[config.mk]
export PLATFORM = sky130hd
export DESIGN_NAME = uart_tx_fifo_param
export DESIGN_NICKNAME = d
export VERILOG_FILES = /design/src/rtl/uart_pkg.sv /design/src/rtl/uart_sync_fifo.sv /design/src/rtl/uart_tx_fifo_param.sv
export SDC_FILE = /design/constraint.sdc
export NUM_CORES = 1
export LEC_CHECK = 0
export CAP_MARGIN = 20
export CORE_ASPECT_RATIO = 0.9
export CORE_MARGIN = 2
export CORE_UTILIZATION = 25
export CTS_CLUSTER_SIZE = 25
export DETAILED_ROUTE_END_ITERATION = 7
export GPL_TIMING_DRIVEN = 0
export SLEW_MARGIN = 20
export SYNTH_ARGS = -nofsm -noshare
export SYNTH_HDL_FRONTEND = slang
export SYNTH_SLANG_ARGS = --single-unit
[constraint.sdc]
create_clock -name i_clk -period 3.79 [get_ports i_clk]
set_input_delay 0.758 -clock i_clk [delete_from_list [all_inputs] [get_ports i_clk]]
set_output_delay 0.758 -clock i_clk [all_outputs]
set_load 0.02 [all_outputs]
[src/rtl/uart_pkg.sv]
// Shared definitions for the buffered UART transmitter.
// Parity modes, FSM encoding and frame configuration checks.
package uart_pkg;

  localparam int PAR_NONE = 0;
  localparam int PAR_ODD  = 1;
  localparam int PAR_EVEN = 2;

  typedef enum logic [2:0] {
    S_IDLE   = 3'd0,
    S_START  = 3'd1,
    S_DATA   = 3'd2,
    S_PARITY = 3'd3,
    S_STOP   = 3'd4
  } state_t;

  function automatic int calc_div(
    input int clk_hz,
    input int baud
  );
    if (baud <= 0) return 0;
    return clk_hz / baud;
  endfunction

  function automatic bit cfg_ok(
    input int clk_hz,
    input int baud,
    input int data_bits,
    input int parity,
    input int stop_bits,
    input int fifo_depth
  );
    bit ok;
    ok = 1'b1;
    if (calc_div(clk_hz, baud) < 2) ok = 1'b0;
    if (data_bits < 5 || data_bits > 9) ok = 1'b0;
    if (parity < PAR_NONE || parity > PAR_EVEN) ok = 1'b0;
    if (stop_bits < 1 || stop_bits > 2) ok = 1'b0;
    if (fifo_depth < 2) ok = 1'b0;
    if ((fifo_depth & (fifo_depth - 1)) != 0) ok = 1'b0;
    return ok;
  endfunction

endpackage

[src/rtl/uart_sync_fifo.sv]
// Single-clock FIFO with registered full/empty flags.
// Reads are first-word-fall-through from the head slot.
module uart_sync_fifo #(
  parameter int WIDTH = 8,
  parameter int DEPTH = 4
) (
  input  logic                     clk,
  input  logic                     rst_n,
  input  logic                     push,
  input  logic [WIDTH-1:0]         push_data,
  input  logic                     pop,
  output logic [WIDTH-1:0]         pop_data,
  output logic                     full,
  output logic                     empty,
  output logic [$clog2(DEPTH):0]   level
);

  localparam int AW = $clog2(DEPTH);
  localparam logic [AW:0] FULL_LVL = (AW+1)'(DEPTH);

  logic [WIDTH-1:0] mem [DEPTH];
  logic [AW-1:0]    wr_ptr;
  logic [AW-1:0]    rd_ptr;
  logic [AW:0]      level_next;
  logic             do_push;
  logic             do_pop;

  assign do_push  = push & ~full;
  assign do_pop   = pop & ~empty;
  assign pop_data = mem[rd_ptr];

  // Next occupancy; simultaneous push and pop leaves it unchanged.
  always_comb begin
    level_next = level;
    unique case ({do_push, do_pop})
      2'b10:   level_next = level + (AW+1)'(1);
      2'b01:   level_next = level - (AW+1)'(1);
      default: level_next = level;
    endcase
  end

  // Storage array; no reset needed since flags gate every read.
  always_ff @(posedge clk) begin
    if (do_push) mem[wr_ptr] <= push_data;
  end

  // Pointers, occupancy and flags registered together.
  always_ff @(posedge clk or negedge rst_n) begin
    if (!rst_n) begin
      wr_ptr <= '0;
      rd_ptr <= '0;
      level  <= '0;
      full   <= 1'b0;
      empty  <= 1'b1;
    end else begin
      if (do_push) wr_ptr <= wr_ptr + AW'(1);
      if (do_pop)  rd_ptr <= rd_ptr + AW'(1);
      level <= level_next;
      full  <= (level_next == FULL_LVL);
      empty <= (level_next == '0);
    end
  end

endmodule

[src/rtl/uart_tx_fifo_param.sv]
// Buffered UART transmitter with configurable frame format.
// FIFO feeds a start/data/parity/stop shifter at DIV clocks per bit.
module uart_tx_fifo_param
  import uart_pkg::*;
#(
  parameter int CLK_FREQ_HZ = 50000000,
  parameter int BAUD_RATE   = 115200,
  parameter int DATA_BITS   = 8,
  parameter int PARITY      = 0,
  parameter int STOP_BITS   = 1,
  parameter int FIFO_DEPTH  = 4
) (
  input  logic                          i_clk,
  input  logic                          i_rst_n,
  input  logic [DATA_BITS-1:0]          i_data,
  input  logic                          i_valid,
  output logic                          o_ready,
  output logic                          o_uart_tx,
  output logic                          o_busy,
  output logic [$clog2(FIFO_DEPTH):0]   o_fifo_level
);

  localparam int DIV = calc_div(CLK_FREQ_HZ, BAUD_RATE);
  localparam int CW  = (DIV >= 2) ? $clog2(DIV) : 1;
  localparam int BW  = $clog2(DATA_BITS + 1);
  localparam int LW  = $clog2(FIFO_DEPTH) + 1;

  localparam logic [CW-1:0] CNT_LOAD  = CW'(DIV - 1);
  localparam logic [BW-1:0] BITS_LOAD = BW'(DATA_BITS - 1);
  localparam logic [BW-1:0] STOP_LOAD = BW'(STOP_BITS - 1);
  localparam logic          PAR_INV   = (PARITY == PAR_ODD);
  localparam bit            HAS_PAR   = (PARITY != PAR_NONE);

  if (!cfg_ok(CLK_FREQ_HZ, BAUD_RATE, DATA_BITS,
              PARITY, STOP_BITS, FIFO_DEPTH)) begin : g_cfg_err
    $error("uart_tx_fifo_param: illegal frame/FIFO configuration");
  end

  state_t               state;
  logic [CW-1:0]        baud_cnt;
  logic [BW-1:0]        bit_cnt;
  logic [DATA_BITS-1:0] shreg;
  logic                 par_bit;
  logic                 tx;

  logic                 push;
  logic                 pop;
  logic                 full;
  logic                 empty;
  logic [DATA_BITS-1:0] fifo_q;
  logic [LW-1:0]        level;
  logic                 bit_done;
  logic                 frame_end;

  assign push      = i_valid & ~full;
  assign bit_done  = (baud_cnt == '0);
  assign frame_end = (state == S_STOP) & bit_done & (bit_cnt == '0);

  uart_sync_fifo #(
    .WIDTH (DATA_BITS),
    .DEPTH (FIFO_DEPTH)
  ) u_fifo (
    .clk       (i_clk),
    .rst_n     (i_rst_n),
    .push      (push),
    .push_data (i_data),
    .pop       (pop),
    .pop_data  (fifo_q),
    .full      (full),
    .empty     (empty),
    .level     (level)
  );

  // Take the next word when idle or as the last stop bit ends.
  always_comb begin
    pop = 1'b0;
    if (!empty) begin
      if (state == S_IDLE) pop = 1'b1;
      if (frame_end)       pop = 1'b1;
    end
  end

  // Frame sequencer; the line is driven straight from a register.
  always_ff @(posedge i_clk or negedge i_rst_n) begin
    if (!i_rst_n) begin
      state    <= S_IDLE;
      baud_cnt <= '0;
      bit_cnt  <= '0;
      shreg    <= '0;
      par_bit  <= 1'b0;
      tx       <= 1'b1;
    end else begin
      unique case (state)
        S_IDLE: begin
          tx <= 1'b1;
          if (pop) begin
            state    <= S_START;
            tx       <= 1'b0;
            baud_cnt <= CNT_LOAD;
            shreg    <= fifo_q;
            par_bit  <= (^fifo_q) ^ PAR_INV;
          end
        end
        S_START: begin
          if (bit_done) begin
            state    <= S_DATA;
            tx       <= shreg[0];
            shreg    <= shreg >> 1;
            baud_cnt <= CNT_LOAD;
            bit_cnt  <= BITS_LOAD;
          end else begin
            baud_cnt <= baud_cnt - CW'(1);
          end
        end
        S_DATA: begin
          if (!bit_done) begin
            baud_cnt <= baud_cnt - CW'(1);
          end else if (bit_cnt != '0) begin
            bit_cnt  <= bit_cnt - BW'(1);
            tx       <= shreg[0];
            shreg    <= shreg >> 1;
            baud_cnt <= CNT_LOAD;
          end else if (HAS_PAR) begin
            state    <= S_PARITY;
            tx       <= par_bit;
            baud_cnt <= CNT_LOAD;
          end else begin
            state    <= S_STOP;
            tx       <= 1'b1;
            bit_cnt  <= STOP_LOAD;
            baud_cnt <= CNT_LOAD;
          end
        end
        S_PARITY: begin
          if (bit_done) begin
            state    <= S_STOP;
            tx       <= 1'b1;
            bit_cnt  <= STOP_LOAD;
            baud_cnt <= CNT_LOAD;
          end else begin
            baud_cnt <= baud_cnt - CW'(1);
          end
        end
        S_STOP: begin
          if (!bit_done) begin
            baud_cnt <= baud_cnt - CW'(1);
          end else if (bit_cnt != '0) begin
            bit_cnt  <= bit_cnt - BW'(1);
            baud_cnt <= CNT_LOAD;
          end else if (pop) begin
            state    <= S_START;
            tx       <= 1'b0;
            baud_cnt <= CNT_LOAD;
            shreg    <= fifo_q;
            par_bit  <= (^fifo_q) ^ PAR_INV;
          end else begin
            state    <= S_IDLE;
            tx       <= 1'b1;
          end
        end
        default: begin
          state <= S_IDLE;
          tx    <= 1'b1;
        end
      endcase
    end
  end

  assign o_uart_tx    = tx;
  assign o_ready      = ~full;
  assign o_fifo_level = level;
  assign o_busy       = (state != S_IDLE) | (level != '0);

endmodule

==> flow_summary_export.csv <==
group,metric,value,unit
synth,yosys-top-cells-count,"dfrtp_1, edfxtp_1, o21ai_0, inv_1, o22a_1",
global_route,grt_pass1_wl,10.56,mm
layout,layout.cells.non_filler,452,
clock_network,postCtsHoldBufs,0,
clock_network,cts_buffers,9,
clock_network,cts_root_buf,"clkbuf_16",
setup_path,cp_slowest_stage_delay,0.53,ns
pwr,powerDensity,812.8,nW/µm²
drt,wl_per_cell,13.94,µm
setup_path,cp.depth,11,
pwr,seqPwrFrac,36.6,%
pwr,leakagePower,1.431,nW
clock_network,post_cts_resized,0,
timing,rsz0062_at_grt,"no",
drt,drc,0,
setup_path,reg2reg_slack,0.65,ns
global_route,grtUsageTotal,10.02,%
layout,diodes,0,
floorplan,dieArea,13870,µm²
synth,async_reset_ff_share,51.52,%
drt,wirelength,6.301,mm
drt,vias_per_cell,4.677,
placed_design,port_buffers,16,
clock_network,clk_pin_slew_worst_paths,0.06,ns
timing,fmax,318.0,MHz
placed_design,post-place-cells,436,
clock_network,htree_levels,3,
synth,syn_area,3236,µm²
synth,netlist.area_leader.share,29.70,%
clock_network,post_cts_buffers,0,
setup_path,startpoint_type,"flip-flop",
synth,synth_edf_count,32,
layout,nets,304,
pwr,clock_power_share,23.6,%
pwr,switching_power,1.122,mW
timing,totalNegativeSetupSlack,0,ns
setup_path,cp-end-kind,"flip-flop",
synth,synth_nets,276,
worst_hold_path,hold_path_class,"primary input to asynchronous set/reset pin",
setup_path,worstPathRequired,4.05,ns
setup_path,ff2ff_path_depth,11,
layout,area_delta_synth_final,20.11,%
timing,period_share,82.97,%
synth,synth-seq-cells,66,
run,maxCapViolCount,0,
global_route,grt_max_degree,26,
floorplan,start_util,25.50,%
timing,worst_slew_pin_slew,0.6619,ns
layout,drive_gt1_share,17.01,%
synth,synthFlopType,"edfxtp_1",
setup_path,path_class,"flip-flop to flip-flop",
clock_network,cts_tree,"yes",
setup_path,critPathBufInv,2,
timing,drv_slew,0,
run_status,outcome,"complete, no violations",
global_route,grt_pass1_vias,2090,
setup_path,r2r_end,"u_fifo.full",
setup_path,cpLargestDelayFamily,"simple AND/OR/NAND/NOR gates",
drt,first_pass_iters,4,
timing,maxSlewHeadroom,55.58,%
clock_network,clk_latency,0.33,ns
setup_path,cpMaxStageDelayCell,"or4b_4",
floorplan,ios,17,
drt,postRouteAntennaNets,0,
drt,wl_met3,323,µm
drt,first_iter_violations,98,
timing,holdWs,0.3033,ns
drt,top_layer_used,"met4",
global_route,gr-total-overflow,0,
setup_path,cp_max_fo,5,
synth,synthTopCellsByArea,"edfxtp_1, dfrtp_1, mux4_4",
timing,finClkSkew,0.003285,ns
drt,routed-wl-met2,2.928,mm
floorplan,core_area,12690,µm²
setup_path,crit_chain,"inv_1 > ha_1 > or4b_4 > o31ai_2 > nand2_1 > inv_1 > ha_1 > fa_1 > mux2_2 > or2_2 > nor2b_1",
global_route,antenna_found_initial,0,
placed_design,dp_hpwl,4.412,mm
clock_network,clockBufferDepth,2,
pwr,p_sw_share,35.51,%
drt,vias,2114,
floorplan,die_x,123.9,µm
layout,fin_util,30.63,%
timing,finalSetupViolations,0,
timing,fin_crit,3.145,ns
drt,wl_met1,2.911,mm
synth,ys_types,58,
pwr,comb_power_share,39.8,%
synth,yosysSeqAreaShare,56.07,%
placed_design,gp_congestion,0.7821,
synth,synthCells,255,
setup_path,arrival,3.40,ns
pwr,p_int,2.037,mW
synth,yosysWarnings,0,
synth,synth_top_cell_by_area,"edfxtp_1",
timing,final_hold_viol_count,0,
pwr,ir_drop,0.3255,mV
floorplan,fp.dieH,111.9,µm
setup_path,r2r_start,"baud_cnt[0]",
clock_network,cts_num_sinks,66,
synth,avgSynthCellArea,12.69,µm²
floorplan,row_count,39,
==> sequential cells by signal (all words and copies together), names as in the netlist <==
signal	flops
baud_cnt	9
bit_cnt	4
o_uart_tx	1
shreg	8
state	3
u_fifo.empty	1
u_fifo.full	1
u_fifo.level	3
u_fifo.mem	32
u_fifo.rd_ptr	2
u_fifo.wr_ptr	2
==> final cells by class <==
class | instances | area (µm²)
buffer | 10 | 62.56
clock buffer | 9 | 225.2
clock inverter | 7 | 45.04
fill | 1313 | 8801
inverter | 16 | 60.06
multi-input combinational | 163 | 1299
sequential | 66 | 1814
tap | 164 | 205.2
timing repair buffer | 17 | 175.2
==> metrics by stage <==
stage                     cell area (µm²)  power, mW  setup WS (ns)
after floorplan                      3236      2.105         0.9350
after global placement               3601      2.393         0.6592
after detailed placement             3616      2.442         0.6188
after CTS                            3886      3.198         0.6353
after global routing                 3886      3.393         0.4602
final                                3886      3.159         0.6453
==> worst max-delay path by stage <==
stage                      startpoint           to  slack (ns)
final                     baud_cnt[0]  u_fifo.full        0.65
after global routing      baud_cnt[0]  u_fifo.full        0.46
after CTS                 baud_cnt[0]  u_fifo.full        0.64
after detailed placement      i_valid  u_fifo.full        0.62
after global placement        i_valid  u_fifo.full        0.66
after floorplan           baud_cnt[0]  u_fifo.full        0.93
==> power by group through the flow <==
stage / Sequential, mW / Clock [mW] / Combinational [mW]
floorplan: 1.15 / 0 / 0.952
global route: 1.19 / 0.803 / 1.40
CTS: 1.16 / 0.764 / 1.27
global placement: 1.16 / 0 / 1.23
detailed placement: 1.17 / 0 / 1.27
finish: 1.16 / 0.746 / 1.26
==> metal layers <==
metal | global-route usage (%) | vias to the layer above
li1 | - | 1014
met1 | 13.22 | 1053
met2 | 14.47 | 36
met3 | 4.150 | 11
met4 | 4.195 | 0
met5 | 0 | -
==> placed cells by master, fill, tap and decap left out, types with 2 or more instances in the layout <==
master and count:
dfrtp_1 32, edfxtp_1 32, o21ai_0 20, inv_1 16, clkdlybuf4s50_1 15, o22a_1 14
nor2_1 12, nand2_1 11, ha_1 9, clkbuf_16 9, nor3_1 8, mux4_4 7
xnor2_1 6, a21oi_1 6, buf_2 5, nor2b_1 5, and2_1 5, o21ai_1 5
o31ai_1 4, mux2_2 3, nor4_1 3, a31oi_1 3, nand2b_1 3, buf_6 2
clkbuf_1 2, or2_2 2, and4_1 2, a21o_1 2, o22ai_1 2, o21bai_1 2
o31a_1 2, nand3_1 2, clkinv_1 2, clkinvlp_4 2, dfstp_2 2
==> cells by family (layout without fill, tap and decap cells) <==
kind of cell / Yosys count / count (layout) / share of synthesized area (%)
compound gates: 71 / 71 / 15.31
xor+xnor: 7 / 7 / 1.895
fa+ha+maj: 10 / 10 / 4.099
buf+inv: 26 / 59 / 3.790
flops: 66 / 66 / 56.07
mux: 11 / 11 / 7.154
simple gates: 64 / 64 / 11.68
Note: power is estimated with default switching activity, not from simulation.
